--- config.mk ---
export PLATFORM = sky130hd
export DESIGN_NAME = fft_bitrev_loader
export DESIGN_NICKNAME = d
export VERILOG_FILES = /design/src/rtl/fft_bitrev_loader.sv
export SDC_FILE = /design/constraint.sdc
export NUM_CORES = 1
export LEC_CHECK = 0
export CAP_MARGIN = 30
export CORE_ASPECT_RATIO = 0.8
export CORE_UTILIZATION = 45
export CTS_BUF_LIST = sky130_fd_sc_hd__clkbuf_16
export DETAILED_ROUTE_END_ITERATION = 10
export PLACE_DENSITY = 0.68
export SYNTH_ARGS = -nofsm -noshare
export SYNTH_HDL_FRONTEND = slang
export SYNTH_SLANG_ARGS = --single-unit
--- constraint.sdc ---
create_clock -name clk -period 2.1 [get_ports clk]
set_input_delay 0.21 -clock clk [delete_from_list [all_inputs] [get_ports clk]]
set_output_delay 0.21 -clock clk [all_outputs]
set_load 0.01 [all_outputs]
--- src/rtl/fft_bitrev_loader.sv ---
// -----------------------------------------------------------------------------
// fft_bitrev_loader
//
// Input stage of the radix-2 DIT FFT. It collects one frame of N_POINTS
// complex samples in natural order and stores each at its bit-reversed
// address. It then streams N_POINTS/2 stage-0 butterfly pairs {top, bottom}
// straight into the first butterfly, together with the stage-0 twiddle W^0.
//
// Sample format: {real[DATA_W-1:0], imag[DATA_W-1:0]}. Both fields are signed
// Q.15, so 1.0 = 32768.
//
// Ports
//   clk          in   rising-edge clock
//   rst          in   synchronous, active-high reset
//   in_valid     in   in_data holds a valid sample
//   in_ready     out  loader accepts a sample this cycle (LOAD state)
//   in_data      in   sample {real, imag}
//   out_valid    out  out_data/out_twiddle hold a valid pair
//   out_ready    in   downstream accepts the pair this cycle
//   out_data     out  [0] = top (added), [1] = bottom (multiplied)
//   out_twiddle  out  constant {real = 32768, imag = 0}
//   out_last     out  marks the final pair of the frame
//
// Configuration macro FFT_LOADER_PRESCALE_EN: when defined, each accepted
// sample is arithmetic-shifted right by one on both fields before storage.
// This gives one bit of headroom for the stage-0 add/subtract.
// -----------------------------------------------------------------------------
module fft_bitrev_loader #(
  parameter int N_POINTS = 8,
  parameter int DATA_W   = 23
) (
  input  logic                         clk,
  input  logic                         rst,
  input  logic                         in_valid,
  output logic                         in_ready,
  input  logic [2*DATA_W-1:0]          in_data,
  output logic                         out_valid,
  input  logic                         out_ready,
  output logic [1:0][2*DATA_W-1:0]     out_data,
  output logic [2*DATA_W-1:0]          out_twiddle,
  output logic                         out_last
);

  localparam int AW = $clog2(N_POINTS);
  localparam int SW = 2 * DATA_W;

  localparam logic [AW-1:0]     ONE         = AW'(1);
  localparam logic [AW-1:0]     LAST_SAMPLE = AW'(N_POINTS - 1);
  localparam logic [AW-1:0]     LAST_PAIR   = AW'(N_POINTS / 2 - 1);
  localparam logic [DATA_W-1:0] TW_RE       = DATA_W'(32768);
  localparam logic [DATA_W-1:0] TW_IM       = '0;

  typedef logic [SW-1:0] sample_t;
  typedef enum logic {LOAD, DRAIN} state_e;

  state_e        state_q, state_d;
  logic [AW-1:0] wr_cnt_q, wr_cnt_d;
  logic [AW-1:0] pair_q, pair_d;
  logic          out_valid_q, out_valid_d;
  logic          out_last_q, out_last_d;
  sample_t [1:0] out_data_q, out_data_d;

  sample_t       mem_q [N_POINTS];
  sample_t       mem_nx [N_POINTS];

  logic          wr_en;
  logic [AW-1:0] wr_addr;
  sample_t       wr_data;
  logic          load_pair;
  logic [AW-1:0] pair_nx;
  logic [AW-1:0] lo_addr, hi_addr;

  // Bit-reversal of an AW-bit address.
  function automatic logic [AW-1:0] bitrev(input logic [AW-1:0] a);
    logic [AW-1:0] r;
    for (int i = 0; i < AW; i++) r[i] = a[AW-1-i];
    return r;
  endfunction

`ifdef FFT_LOADER_PRESCALE_EN
  logic signed [DATA_W-1:0] in_re, in_im;
  assign in_re   = in_data[SW-1:DATA_W];
  assign in_im   = in_data[DATA_W-1:0];
  // A signed >>> rounds toward -inf, so -3 becomes -2.
  assign wr_data = {in_re >>> 1, in_im >>> 1};
`else
  assign wr_data = in_data;
`endif

  assign in_ready    = (state_q == LOAD);
  assign wr_en       = !rst && (state_q == LOAD) && in_valid;
  assign wr_addr     = bitrev(wr_cnt_q);
  assign out_valid   = out_valid_q;
  assign out_last    = out_last_q;
  assign out_data    = out_data_q;
  assign out_twiddle = {TW_RE, TW_IM};

  // NOTE: the storage array has no reset. Only the control path is reset.
  // A frame is always fully rewritten before any of it is read.
  always_ff @(posedge clk) begin
    if (wr_en) mem_q[wr_addr] <= wr_data;
  end

  always_comb begin
    // NOTE: every variable written here gets a default first, so no path can
    // leave a variable unassigned and infer a latch.
    state_d     = state_q;
    wr_cnt_d    = wr_cnt_q;
    pair_d      = pair_q;
    out_valid_d = out_valid_q;
    out_last_d  = out_last_q;
    out_data_d  = out_data_q;
    load_pair   = 1'b0;
    pair_nx     = '0;

    // Memory view that includes this cycle's write. The first pair can then
    // be registered on the same edge that stores the final sample.
    // NOTE: blocking assignments here build up combinational values in order.
    // State registers take only non-blocking assignments.
    mem_nx = mem_q;
    if (wr_en) mem_nx[wr_addr] = wr_data;

    unique case (state_q)
      LOAD: begin
        if (wr_en) begin
          wr_cnt_d = wr_cnt_q + ONE;  // wraps to 0 after the last sample
          if (wr_cnt_q == LAST_SAMPLE) begin
            state_d     = DRAIN;
            out_valid_d = 1'b1;
            load_pair   = 1'b1;
            pair_nx     = '0;
          end
        end
      end
      DRAIN: begin
        if (out_ready) begin
          if (pair_q == LAST_PAIR) begin
            state_d     = LOAD;
            pair_d      = '0;
            out_valid_d = 1'b0;
            out_last_d  = 1'b0;
            out_data_d  = '0;
          end else begin
            pair_d    = pair_q + ONE;
            load_pair = 1'b1;
            pair_nx   = pair_q + ONE;
          end
        end
      end
      default: state_d = LOAD;
    endcase

    // Pair p is built from the adjacent words mem[2p] and mem[2p+1].
    lo_addr = pair_nx << 1;
    hi_addr = lo_addr | ONE;
    if (load_pair) begin
      out_data_d[0] = mem_nx[lo_addr];
      out_data_d[1] = mem_nx[hi_addr];
      out_last_d    = (pair_nx == LAST_PAIR);
    end
  end

  always_ff @(posedge clk) begin
    if (rst) begin
      state_q     <= LOAD;
      wr_cnt_q    <= '0;
      pair_q      <= '0;
      out_valid_q <= 1'b0;
      out_last_q  <= 1'b0;
      out_data_q  <= '0;
    end else begin
      state_q     <= state_d;
      wr_cnt_q    <= wr_cnt_d;
      pair_q      <= pair_d;
      out_valid_q <= out_valid_d;
      out_last_q  <= out_last_d;
      out_data_q  <= out_data_d;
    end
  end

endmodule

# Word level (Yosys, flattened, before mapping)
# Index checks and enable logic that the tools add are counted.
[totals]
register_bits = 469
out_inout_bits = 141
input_bits = 50
[classes]
bitwise_logic = 4
n_lt_le_gt_ge = 4
mux = 31
eq_ne = 7
add_sub_neg = 2
reduce_logical = 11
[ops]
columns = ["op", "n"]
rows = [
  ["368-bit bitwise mux", 1],
  ["368-bit 2-to-1 mux", 1],
  ["92-bit 2-to-1 mux", 4],
  ["46-bit binary-select mux with 3-bit select", 2],
  ["46-bit 2-to-1 mux", 5],
  ["46-bit demux with 3-bit select", 1],
  ["4-bit >= comparator, second input constant", 3],
  ["3-bit inverter with 4-bit output", 3],
  ["1-bit 2-to-1 mux", 11],
  ["3-bit by 1-bit adder with 3-bit output, second input constant", 2],
  ["3-bit by 2-bit equality test with 1-bit output, second input constant", 2],
  ["3-bit 2-to-1 mux", 2],
  ["2-bit by 1-bit inequality test with 1-bit output, second input constant", 3],
  ["1-bit case mux with 2 select lines", 3],
  ["3-bit case mux with 2 select lines", 1],
  ["2-bit nonzero test", 3],
  ["4-bit by 1-bit less-than comparator with 1-bit output, second input constant", 1],
  ["2-bit AND reduction", 2],
  ["4-bit AND reduction", 1],
  ["3-bit equality test, second input constant", 1],
  ["1-bit logical AND", 3],
  ["3-bit AND reduction", 1],
  ["2-bit inequality test, second input constant", 1],
  ["1-bit logical NOT", 1],
  ["1-bit inverter", 1],
]

# Logic depth before layout (Yosys ltp)
# Gate-level depths: netlist (run 1).
[depth]
ltp_word = 11
ltp_mapped = 9
ltp_nobuf = 7

# Worst setup path before layout (run 1)
# No wires, ideal clock.
[synth_timing]
path_kind = "reg-to-reg"
startpoint = "register wr_cnt_q[0]"
endpoint = "register out_data_q, in the netlist out_data[12]"
n_path_buf = 2
arrival_time_ns = 2.040
synth_period_minus_slack_ns = 2.168
stages_incl_launch_ff = 10
slack_ns = -0.068
setup_ns = 0.128
path_cell_list = "dfxtp_1 > ha_1 > ha_1 > nor4bb_1 > buf_4 > buf_8 > mux2_4 > and2b_1 > a211oi_2 > o21ai_1"
[synth_rtl]
columns = ["item", "line_no", "rtl"]
rows = [
  ["start: declaration", "57", "logic [AW-1:0] wr_cnt_q, wr_cnt_d;"],
  ["start signal: assignment", "173", "wr_cnt_q <= wr_cnt_d;"],
  ["end signal: assignment", "177", "out_data_q <= out_data_d;"],
  ["end: declaration", "61", "sample_t [1:0] out_data_q, out_data_d;"],
]

==> results of run 1 <==
[cell families after synthesis]
family          share of synthesized area
compound gates                     0.1074
other cells                     0.0003926
xor+xnor                        0.0004580
buf+inv                           0.05279
mux                                0.2480
flops                              0.4908
simple gates                      0.09485
fa+ha+maj                        0.005233
[worst reg2reg max path: stages, from the launching register on]
cell      delay (ns)
dfxtp_2         0.33
buf_4           0.14
inv_4           0.05
ha_4            0.11
and3b_2         0.20
nand3b_1        0.13
buf_4           0.17
buf_12          0.14
buf_12          0.13
buf_16          0.14
mux2_4          0.31
a211oi_2        0.17
o21ai_1         0.09
[final cells by class]
type	count	area (sq um)
clock buffer	49	1226
clock inverter	36	304.0
multi-input combinational	1114	9408
inverter	6	27.53
fill	3355	17550
tap	552	690.7
sequential	469	9393
timing repair buffer	283	3314
[path summary, 6_finish.rpt]
kind,end,slack [ns],cells after the start
max,out_data[72],-0.16,12
min reg2reg,out_data[32],0.44,2
max reg2reg,out_data[72],-0.16,12
min,out_last,0.43,4
[through the flow]
step / util / power, mW / instances / setup TNS (ns) / area [sq um]
final: 0.5813 / 23.83 / 2509 / -5.995 / 24360
after detailed placement: 0.5214 / 15.28 / 2390 / -47.91 / 21850
after global placement: 0.5214 / 15.05 / 2390 / -38.24 / 21850
after CTS: 0.5790 / 23.90 / 2506 / -3.952 / 24270
after floorplan: - / 14.36 / 1743 / -0.1155 / 19300
after global routing: 0.5813 / 24.83 / 2509 / -13.92 / 24360
[flip-flops by register name, indices dropped and copies added, names as in the netlist]
name       count
out_data      92
out_valid      1
out_last       1
wr_cnt_q       3
pair_q         3
state_q        1
mem_q        368
[placed cells by master (no fill, tap or decap), types with 4 or more instances in the layout]
cell | Yosys | final
mux2_4 | 160 | 168
a211oi_4 | 0 | 8
ha_1 | 8 | 4
a211oi_2 | 73 | 82
a211oi_1 | 21 | 4
clkinv_1 | 0 | 6
nor2b_4 | 0 | 26
bufinv_16 | 0 | 5
inv_1 | 6 | 17
clkbuf_16 | 0 | 51
a21oi_1 | 97 | 97
buf_4 | 64 | 67
nand2_1 | 283 | 282
mux2_2 | 208 | 200
buf_8 | 4 | 4
ha_4 | 0 | 4
o21ai_0 | 8 | 7
clkinv_2 | 0 | 5
buf_12 | 0 | 51
nor2b_1 | 90 | 63
buf_6 | 14 | 11
nor2_1 | 8 | 7
clkdlybuf4s50_1 | 0 | 144
inv_6 | 0 | 4
nor2_4 | 0 | 5
conb_1 | 2 | 46
o21ai_1 | 86 | 85
dfxtp_1 | 469 | 466
[layer usage]
metal  global-route usage  vias to the layer above
met3              0.03438                       79
met4              0.06435                        2
li1                     -                     6208
met2               0.3711                      319
met1               0.3225                     6543
met5                    0                        -
[power by group]
part           internal [mW]  total, mW  leakage (nW)  switching, mW
Clock                   4.84       8.43         0.791           3.59
Sequential              10.7       11.4          3.87          0.679
Combinational           2.59       4.04          4.86           1.45
Total                   18.1       23.8          9.52           5.71
[repair_timing]
action | in CTS | in global routing
setup endpoints to repair | 92 | 92
pin swaps | 89 | 37
buffers inserted | 23 | 4
gates cloned | 8 | 3
resized for setup | 106 | 32
==> summary.txt, run 1 <==
CTS
  – # hold bufs at CTS: 0
  – Num CTS Buffers: 48
  – CTS sink count: 469
  – Clk_lat worst skew: 0.59 ns
  – CTS tree: yes
  – Clock root buffer: clkbuf_16
  – Clk buf depth: 3
  – H-tree Lvls: 2
  – Worst-path clk slew: 0.06 ns

Power
  – IR drop worst, VDD: 0.5704 mV
  – Leak: 9.518 nW
  – PD cells: 978.2 mW/mm^2

Floorplan
  – Die X: 232.5 um
  – Initial core utilization: 0.4564
  – Full die area: 0.04334 sq mm
  – # IOs: 191
  – Die height: 186.4 um
  – Core footprint: 0.04192 sq mm
  – Std cell rows: 67

STA
  – Final Setup Violations: 87
  – Tmin final: 2.256 ns
  – Unrepaired setup endpoints after global routing: true
  – Final Cycle Share: 1.074
  – Final hold vios: 0
  – Setup Skew: 0.02143 ns
  – Slew Viols, Final: 0
  – F_max: 0.4433 GHz
  – Hold slack: 0.4322 ns
  – Final critical-path setup slack: -0.1556 ns

Yosys
  – Post-synth EDFFs: 0
  – Yosys cell types: 36
  – Largest area contributor in the netlist: dfxtp_1
  – Synth Register Bits: 469
  – Register area share after synthesis: 0.4908
  – Count leader, synth: dfxtp_1
  – Area contributors post-synth: dfxtp_1, mux2_4, mux2_2
  – Ys flop type: dfxtp_1
  – Mapped Cells: 1699
  – Top-area cell type share of the netlist area: 0.4908
  – Asr flop ratio synth: 0
  – Synth Cell Area: 0.01913 sq mm
  – Syn_area_per_cell: 11.26 sq um
  – Yosys Warn Count: 0
  – Synth cell count leaders: dfxtp_1, nand2_1, mux2_2, mux2_4, a21oi_1

Routing
  – Met1 WL: 23.68 mm
  – DR DRC count: 0
  – Vias post-DR: 13150
  – Routed WL: 50.40 mm
  – WL per Instance: 20.09 um
  – Top sig layer: met5
  – Routed Antenna Nets: 0
  – Wire length on met3: 2.118 mm
  – DR iter-0 viols: 693
  – Vias per inst: 5.242
  – Pre-Repair DR Iteration Count: 5
  – Met2 wire len: 23.57 mm

Final layout
  – Diode count: 0
  – Share of cells above drive strength 1: 0.3654
  – Layout net count: 1980
  – Area grow syn2layout: 27.37%

Run
  – Max_cap viols: 0

Min path
  – HP Start: out_ready
  – Tightest Hold Check Type: in -> reg

Global route
  – Vias in the first global route: 13650
  – Initial antenna violation count: 1
  – Largest net degree at the start of global routing: 51
  – Total grt overflow: 0
  – GRT Overall Usage: 0.2314
  – First-pass GRT wire length: 79.12 mm

Outcome
  – Outcome: finished with violations
  – Failing checks: setup timing

Setup path
  – Required time worst endpoint: 2.55 ns
  – CP startpoint kind: flop
  – CP max stage cell: dfxtp_2
  – Critical path, cell by cell: buf_4 -> inv_4 -> ha_4 -> and3b_2 -> nand3b_1 -> buf_4 -> buf_12 -> buf_12 -> buf_16 -> mux2_4 -> a211oi_2 -> o21ai_1
  – Worst Setup End Kind: flop
  – Crit path DAT: 2.71 ns
  – CP Class: reg -> reg
  – Crit path from: wr_cnt_q[1]
  – Bufs and invs on worst path: 6
  – Crit path largest cell delay: 0.33 ns
  – CP delay by family, top: buffers and inverters
  – RR Startpoint: wr_cnt_q[1]
  – CP max FO: 7

Placement
  – Final HPWL from detailed placement: 30.28 mm
  – RePlAce Congestion: 0.7882
  – # port buffers: 144
  – Post-Place Setup Slack: -0.4327 ns
No activity file was read; power rests on OpenSTA's default activity.
==> run 2: changes to the inputs <==
Settings changed: CORE_UTILIZATION 45 to 30, PLACE_DENSITY 0.68 to unset.
==> run 2 against run 1 <==
The run still ends with setup timing left. Total power is 4.3% higher. Wire length rose by 6.6%. Clock power grew 11%. Clock skew rose by 0.012 ns. Count of clock-buffer cells in the layout down 1. Die area grew 49%. Sequential share of layout area is 1.5 points lower.
==> summary.txt, run 2 (synthesis results as in run 1) <==
CTS
  – Clk buf depth: 3 (unchanged)
  – Num CTS Buffers: 48 (unchanged)
  – CTS sink count: 469 (unchanged)
  – # hold bufs at CTS: 0 (unchanged)
  – Worst-path clk slew: 0.07 ns (was 0.06 ns)
  – Clk_lat worst skew: 0.62 ns (was 0.59 ns)
  – CTS tree: yes (unchanged)
  – H-tree Lvls: 2 (unchanged)
  – Clock root buffer: clkbuf_16 (unchanged)

Setup path
  – Worst Setup End Kind: flop (unchanged)
  – CP max stage cell: dfxtp_4 (was dfxtp_2)
  – Reg2Reg Setup Slack: -0.16 ns (about the same)
  – Critical path, cell by cell: ha_4 -> ha_4 -> nor4bb_4 -> buf_6 -> buf_4 -> buf_12 -> buf_4 -> mux2_4 -> nor2b_1 -> a211oi_2 -> o21ai_1 (was buf_4 -> inv_4 -> ha_4 -> and3b_2 -> nand3b_1 -> buf_4 -> buf_12 -> buf_12 -> buf_16 -> mux2_4 -> a211oi_2 -> o21ai_1)
  – CP Class: reg -> reg (unchanged)
  – Crit path DAT: 2.77 ns (was 2.71 ns)
  – Required time worst endpoint: 2.61 ns (was 2.55 ns)
  – CP max FO: 5 (was 7)
  – Bufs and invs on worst path: 4 (was 6)
  – CP delay by family, top: buffers and inverters (unchanged)
  – Crit path largest cell delay: 0.36 ns (was 0.33 ns)
  – CP startpoint kind: flop (unchanged)

Routing
  – DR iter-0 viols: 562 (was 693)
  – Pre-Repair DR Iteration Count: 4 (was 5)
  – Routed WL: 53.72 mm (was 50.40 mm)
  – WL per Instance: 19.00 um (was 20.09 um)
  – DR DRC count: 0 (unchanged)
  – Routed Antenna Nets: 0 (unchanged)
  – Vias per inst: 4.645 (was 5.242)
  – Vias post-DR: 13140 (was 13150)

Final layout
  – Share of cells above drive strength 1: 0.3795 (was 0.3654)
  – Max reg flops: 368 (unchanged)
  – Layout net count: 2010 (was 1980)
  – Area grow syn2layout: 32.50% (was 27.37%)
  – Final Instance Count excl. Fillers: 2828 (was 2509)
  – Most flops, register: mem_q (unchanged)
  – Fin area: 0.02535 sq mm (was 0.02436 sq mm)
  – Commonest non-fill, non-tap cells in the layout: dfxtp_1, nand2_1, mux2_2 (unchanged)
  – Commonest non-fill, non-tap cell in the layout: dfxtp_1 (unchanged)

STA
  – Unrepaired setup endpoints after global routing: true (unchanged)
  – Slew at the pin with the worst max-slew slack: 0.6822 ns
  – Final hold vios: 0 (unchanged)
  – F_max: 0.4430 GHz (was 0.4433 GHz)
  – Setup Skew: 0.03299 ns (was 0.02143 ns)
  – Slew Viols, Final: 0 (unchanged)
  – Slew margin rel.: 0.5435
  – Final critical-path setup slack: -0.1571 ns (was -0.1556 ns)
  – Final Cycle Share: 1.075 (was 1.074)
  – Tmin final: 2.257 ns (was 2.256 ns)
  – Final setup TNS: -7.220 ns (was -5.995 ns)
  – Final Setup Violations: 108 (was 87)

Placement
  – RePlAce Congestion: 0.7829 (was 0.7882)
  – # port buffers: 144 (unchanged)
  – Cells after DPL: 2684 (was 2390)
  – Area after DPL: 0.02226 sq mm (was 0.02185 sq mm)
  – Final HPWL from detailed placement: 32.72 mm (was 30.28 mm)

Outcome
  – Failing checks: setup timing (unchanged)
  – Outcome: finished with violations (unchanged)

Floorplan
  – Die height: 227.9 um (was 186.4 um)
  – # IOs: 191 (unchanged)
  – Die X: 284.3 um (was 232.5 um)
  – Initial core utilization: 0.3046 (was 0.4564)
  – Full die area: 0.06478 sq mm (was 0.04334 sq mm)
  – Std cell rows: 82 (was 67)
  – Core footprint: 0.06279 sq mm (was 0.04192 sq mm)

Power
  – IR drop worst, VDD: 0.7104 mV (was 0.5704 mV)
  – Leak: 9.793 nW (was 9.518 nW)
  – PD cells: 980.4 mW/mm^2 (was 978.2 mW/mm^2)

Global route
  – Largest net degree at the start of global routing: 58 (was 51)
  – Total grt overflow: 0 (unchanged)
  – GRT Overall Usage: 0.1620 (was 0.2314)
  – Initial antenna violation count: 2 (was 1)
  – First-pass GRT wire length: 82.50 mm (was 79.12 mm)
  – Vias in the first global route: 13700 (was 13650)

Min path
  – Tightest Hold Check Type: in -> reg (unchanged)

Run
  – Max_cap viols: 0 (unchanged)
## run 2: area by class of cell
cell class / instances / area [sq um]
Fill cell: 5943 / 37440
Clock buffer: 48 / 1201
Timing Repair Buffer: 313 / 3732
Sequential cell: 469 / 9397
Tap cell: 840 / 1051
Antenna cell: 1 / 2.502
Inverter: 6 / 27.53
Multi-Input combinational cell: 1114 / 9410
Clock inverter: 37 / 524.3
## run 2: per-stage QoR
step	power, mW	util	setup WS [ns]	hold slack (ns)
after floorplan	14.36	-	-0.003167	0.3555
final	24.85	0.4037	-0.1571	0.3160
after global routing	25.97	0.4036	-0.2540	0.3303
after global placement	15.07	0.3545	-0.5433	0.4393
after detailed placement	15.31	0.3545	-0.5473	0.4355
after CTS	24.91	0.3972	-0.1702	0.2820
## run 2: worst reg2reg max path, stage by stage, from the launching register on
cell	delay, ns
dfxtp_4	0.36
ha_4	0.16
ha_4	0.12
nor4bb_4	0.20
buf_6	0.18
buf_4	0.13
buf_12	0.14
buf_4	0.13
mux2_4	0.29
nor2b_1	0.14
a211oi_2	0.23
o21ai_1	0.08
## run 2: timing repair
item                       4_1_cts  5_1_grt
buffers inserted                32       22
gates resized for setup        105       49
setup endpoints to repair       90      276
cloned                          10        5
pin swaps                       89       52
## run 2: final timing paths
kind | from | endpoint | cells after the start
worst max-delay path | wr_cnt_q[0] | out_data[33] | 11
worst min-delay path | in_data[1] | mem_q[1] | 2
worst max register to register | wr_cnt_q[0] | out_data[33] | 11
worst min register to register | out_data[80] | out_data[80] | 2
## run 2: layer usage
layer  GRT usage  vias to the layer above  routed length (um)
li1            -                     6281                   -
met1      0.2223                     6574               25520
met2      0.2611                      214               25020
met3     0.02910                       66                2190
met4     0.04167                        2                 980
met5           0                        -                   7
## run 2: where the power goes
group | switching, mW | total (mW) | leakage (nW) | internal, mW
Clock | 3.78 | 9.36 | 0.842 | 5.57
Sequential | 0.682 | 11.4 | 3.87 | 10.7
Combinational | 1.46 | 4.12 | 5.08 | 2.66
Total | 5.93 | 24.8 | 9.79 | 18.9
==> run 3: changes to the inputs <==
Settings changed: CORE_MARGIN set to 1.5, PLACE_DENSITY set to 0.56.
==> run 3 against run 2 <==
Count of clock-buffer cells in the layout increased by 5. The run still ends with setup timing left. Global-route usage decreased by 0.31 points. Register-to-register slack got worse by 0.02 ns. Sequential share of layout area increased by 0.32 points. Clock power decreased by 8.8%. First-iteration DRC count increased by 0.89%. Hold slack improved by 0.017 ns. Via count decreased by 1.8%.
==> summary.txt, run 3 (synthesis results as in run 1) <==
Setup path
  – Cell repeated most along the worst path: buf_12
  – Required time worst endpoint: 2.57 ns (was 2.61 ns)
  – Crit path from: wr_cnt_q[0] (unchanged)
  – CP Class: reg -> reg (unchanged)
  – Critical path, cell by cell: ha_4 -> ha_4 -> nor4bb_4 -> buf_6 -> buf_12 -> buf_12 -> buf_12 -> mux2_4 -> nor2b_4 -> a211oi_2 -> o21ai_1 (was ha_4 -> ha_4 -> nor4bb_4 -> buf_6 -> buf_4 -> buf_12 -> buf_4 -> mux2_4 -> nor2b_1 -> a211oi_2 -> o21ai_1)
  – Crit path DAT: 2.75 ns (was 2.77 ns)
  – Worst Setup End Kind: flop (unchanged)
  – CP max FO: 8 (was 5)
  – CP max stage cell: dfxtp_2 (was dfxtp_4)
  – R2R depth: 11 (unchanged)
  – Crit path largest cell delay: 0.36 ns (about the same)
  – RR Startpoint: wr_cnt_q[0] (unchanged)
  – CP startpoint kind: flop (unchanged)

Floorplan
  – # IOs: 191 (unchanged)
  – Initial core utilization: 0.3046 (unchanged)
  – Full die area: 0.06529 sq mm (was 0.06478 sq mm)
  – Die X: 285.3 um (was 284.3 um)
  – Std cell rows: 82 (unchanged)
  – Core footprint: 0.06279 sq mm (unchanged)
  – Die height: 228.9 um (was 227.9 um)

STA
  – Slew Viols, Final: 0 (unchanged)
  – Final setup TNS: -7.821 ns (was -7.220 ns)
  – F_max: 0.4386 GHz (was 0.4430 GHz)
  – Unrepaired setup endpoints after global routing: true (unchanged)
  – Slew margin rel.: 0.6661 (was 0.5435)
  – Final Setup Violations: 87 (was 108)
  – Final Cycle Share: 1.086 (was 1.075)
  – Slew at the pin with the worst max-slew slack: 0.4990 ns (was 0.6822 ns)
  – Tmin final: 2.280 ns (was 2.257 ns)
  – Setup Skew: 0.01992 ns (was 0.03299 ns)
  – Final hold vios: 0 (unchanged)
  – Final critical-path setup slack: -0.1798 ns (was -0.1571 ns)

CTS
  – Clock root buffer: clkbuf_16 (unchanged)
  – # hold bufs at CTS: 0 (unchanged)
  – Num CTS Buffers: 50 (was 48)
  – Worst-path clk slew: 0.06 ns (was 0.07 ns)
  – Clk buf depth: 3 (unchanged)
  – H-tree Lvls: 2 (unchanged)
  – Clk_lat worst skew: 0.59 ns (was 0.62 ns)
  – CTS tree: yes (unchanged)
  – CTS sink count: 469 (unchanged)

Min path
  – HP Start: in_data[3] (was in_data[1])
  – Worst hold stages: 2 (unchanged)
  – Tightest Hold Check Type: in -> reg (unchanged)

Outcome
  – Failing checks: setup timing (unchanged)
  – Outcome: finished with violations (unchanged)

Final layout
  – Area grow syn2layout: 31.34% (was 32.50%)
  – Most flops, register: mem_q (unchanged)
  – Final core utilization: 0.4001 (was 0.4037)
  – Commonest non-fill, non-tap cells in the layout: dfxtp_1, nand2_1, mux2_2 (unchanged)
  – Layout net count: 2004 (was 2010)
  – Fin area: 0.02512 sq mm (was 0.02535 sq mm)
  – Max reg flops: 368 (unchanged)
  – Share of cells above drive strength 1: 0.3762 (was 0.3795)
  – Commonest non-fill, non-tap cell in the layout: dfxtp_1 (unchanged)

Placement
  – Area after DPL: 0.02244 sq mm (was 0.02226 sq mm)
  – Final HPWL from detailed placement: 33.76 mm (was 32.72 mm)
  – RePlAce Congestion: 0.7484 (was 0.7829)
  – # port buffers: 144 (unchanged)

Global route
  – Vias in the first global route: 13400 (was 13700)
  – Largest net degree at the start of global routing: 36 (was 58)
  – First-pass GRT wire length: 81.31 mm (was 82.50 mm)
  – Initial antenna violation count: 4 (was 2)
  – GRT Overall Usage: 0.1589 (was 0.1620)
  – Total grt overflow: 0 (unchanged)

Power
  – Internal power: 18.17 mW (was 18.92 mW)
  – IR drop worst, VDD: 0.5335 mV (was 0.7104 mV)
  – NetSw: 5.742 mW (was 5.926 mW)
  – Clock power frac: 0.357 (was 0.377)
  – Leak: 9.696 nW (was 9.793 nW)
  – Flop pwr share: 0.475 (was 0.458)
  – Switching part of the total power: 0.2401 (was 0.2385)
  – Comb pwr share: 0.168 (was 0.166)
  – PD cells: 951.9 mW/mm^2 (was 980.4 mW/mm^2)

Routing
  – Routed Antenna Nets: 0 (unchanged)
  – Routed WL: 52.72 mm (was 53.72 mm)
  – WL per Instance: 18.67 um (was 19.00 um)
  – Pre-Repair DR Iteration Count: 5 (was 4)
  – DR iter-0 viols: 567 (was 562)
  – Vias post-DR: 12900 (was 13140)
  – DR DRC count: 0 (unchanged)
  – Vias per inst: 4.569 (was 4.645)

Run
  – Max_cap viols: 0 (unchanged)
run 3: through the flow:
stage	std cells	hold WS (ns)	power, mW	setup WS, ns
after CTS	2806	0.2874	24.10	-0.1569
after global placement	2691	0.4386	15.11	-0.4518
final	2824	0.3331	23.92	-0.1798
after detailed placement	2691	0.4432	15.32	-0.5112
after floorplan	1743	0.3555	14.36	-0.003167
after global routing	2823	0.3153	24.95	-0.2871
run 3: power by group through the flow:
stage	Clock (mW)	Sequential [mW]	Combinational, mW
floorplan	0	11.3	3.01
global placement	0	11.4	3.66
detailed placement	0	11.5	3.80
CTS	8.77	11.4	3.97
global route	9.06	11.5	4.34
finish	8.54	11.3	4.02
run 3: worst max-delay path, delay by kind of cell, from the launching register on:
kind / cells / cell delay (ns)
adders and majority gates: 2 / 0.31
buffers and inverters: 4 / 0.56
AOI/OAI and AO/OA: 2 / 0.27
DFF: 1 / 0.36
and+or+nand+nor: 2 / 0.33
muxes: 1 / 0.31
run 3: worst paths after layout:
check	endpoint	slack (ns)
min reg2reg	out_data[88]	0.45
min	mem_q[3]	0.33
max reg2reg	out_data[40]	-0.18
max	out_data[40]	-0.18
run 3: metal layers:
layer,global-route usage,vias to the layer above,part of all wire
li1,-,6245,-
met2,0.2505,208,0.45
met4,0.04051,6,0.020
met5,0,-,0.00080
met3,0.02695,76,0.039
met1,0.2239,6369,0.49
run 3: cell type report:
class | count | area (sq um)
fill | 5949 | 37670
antenna | 1 | 2.502
clock inverter | 36 | 250.2
inverter | 6 | 27.53
tap | 840 | 1051
timing repair buffer | 305 | 3606
multi-input combinational | 1114 | 9467
sequential | 469 | 9394
clock buffer | 53 | 1326
run 3: repair_timing:
| action | CTS | global route |
|---|---|---|
| cloned | 6 | 1 |
| setup buffers | 22 | 22 |
| gates resized for setup | 86 | 67 |
| endpoints found under the setup margin | 90 | 200 |
| pin swaps | 73 | 56 |
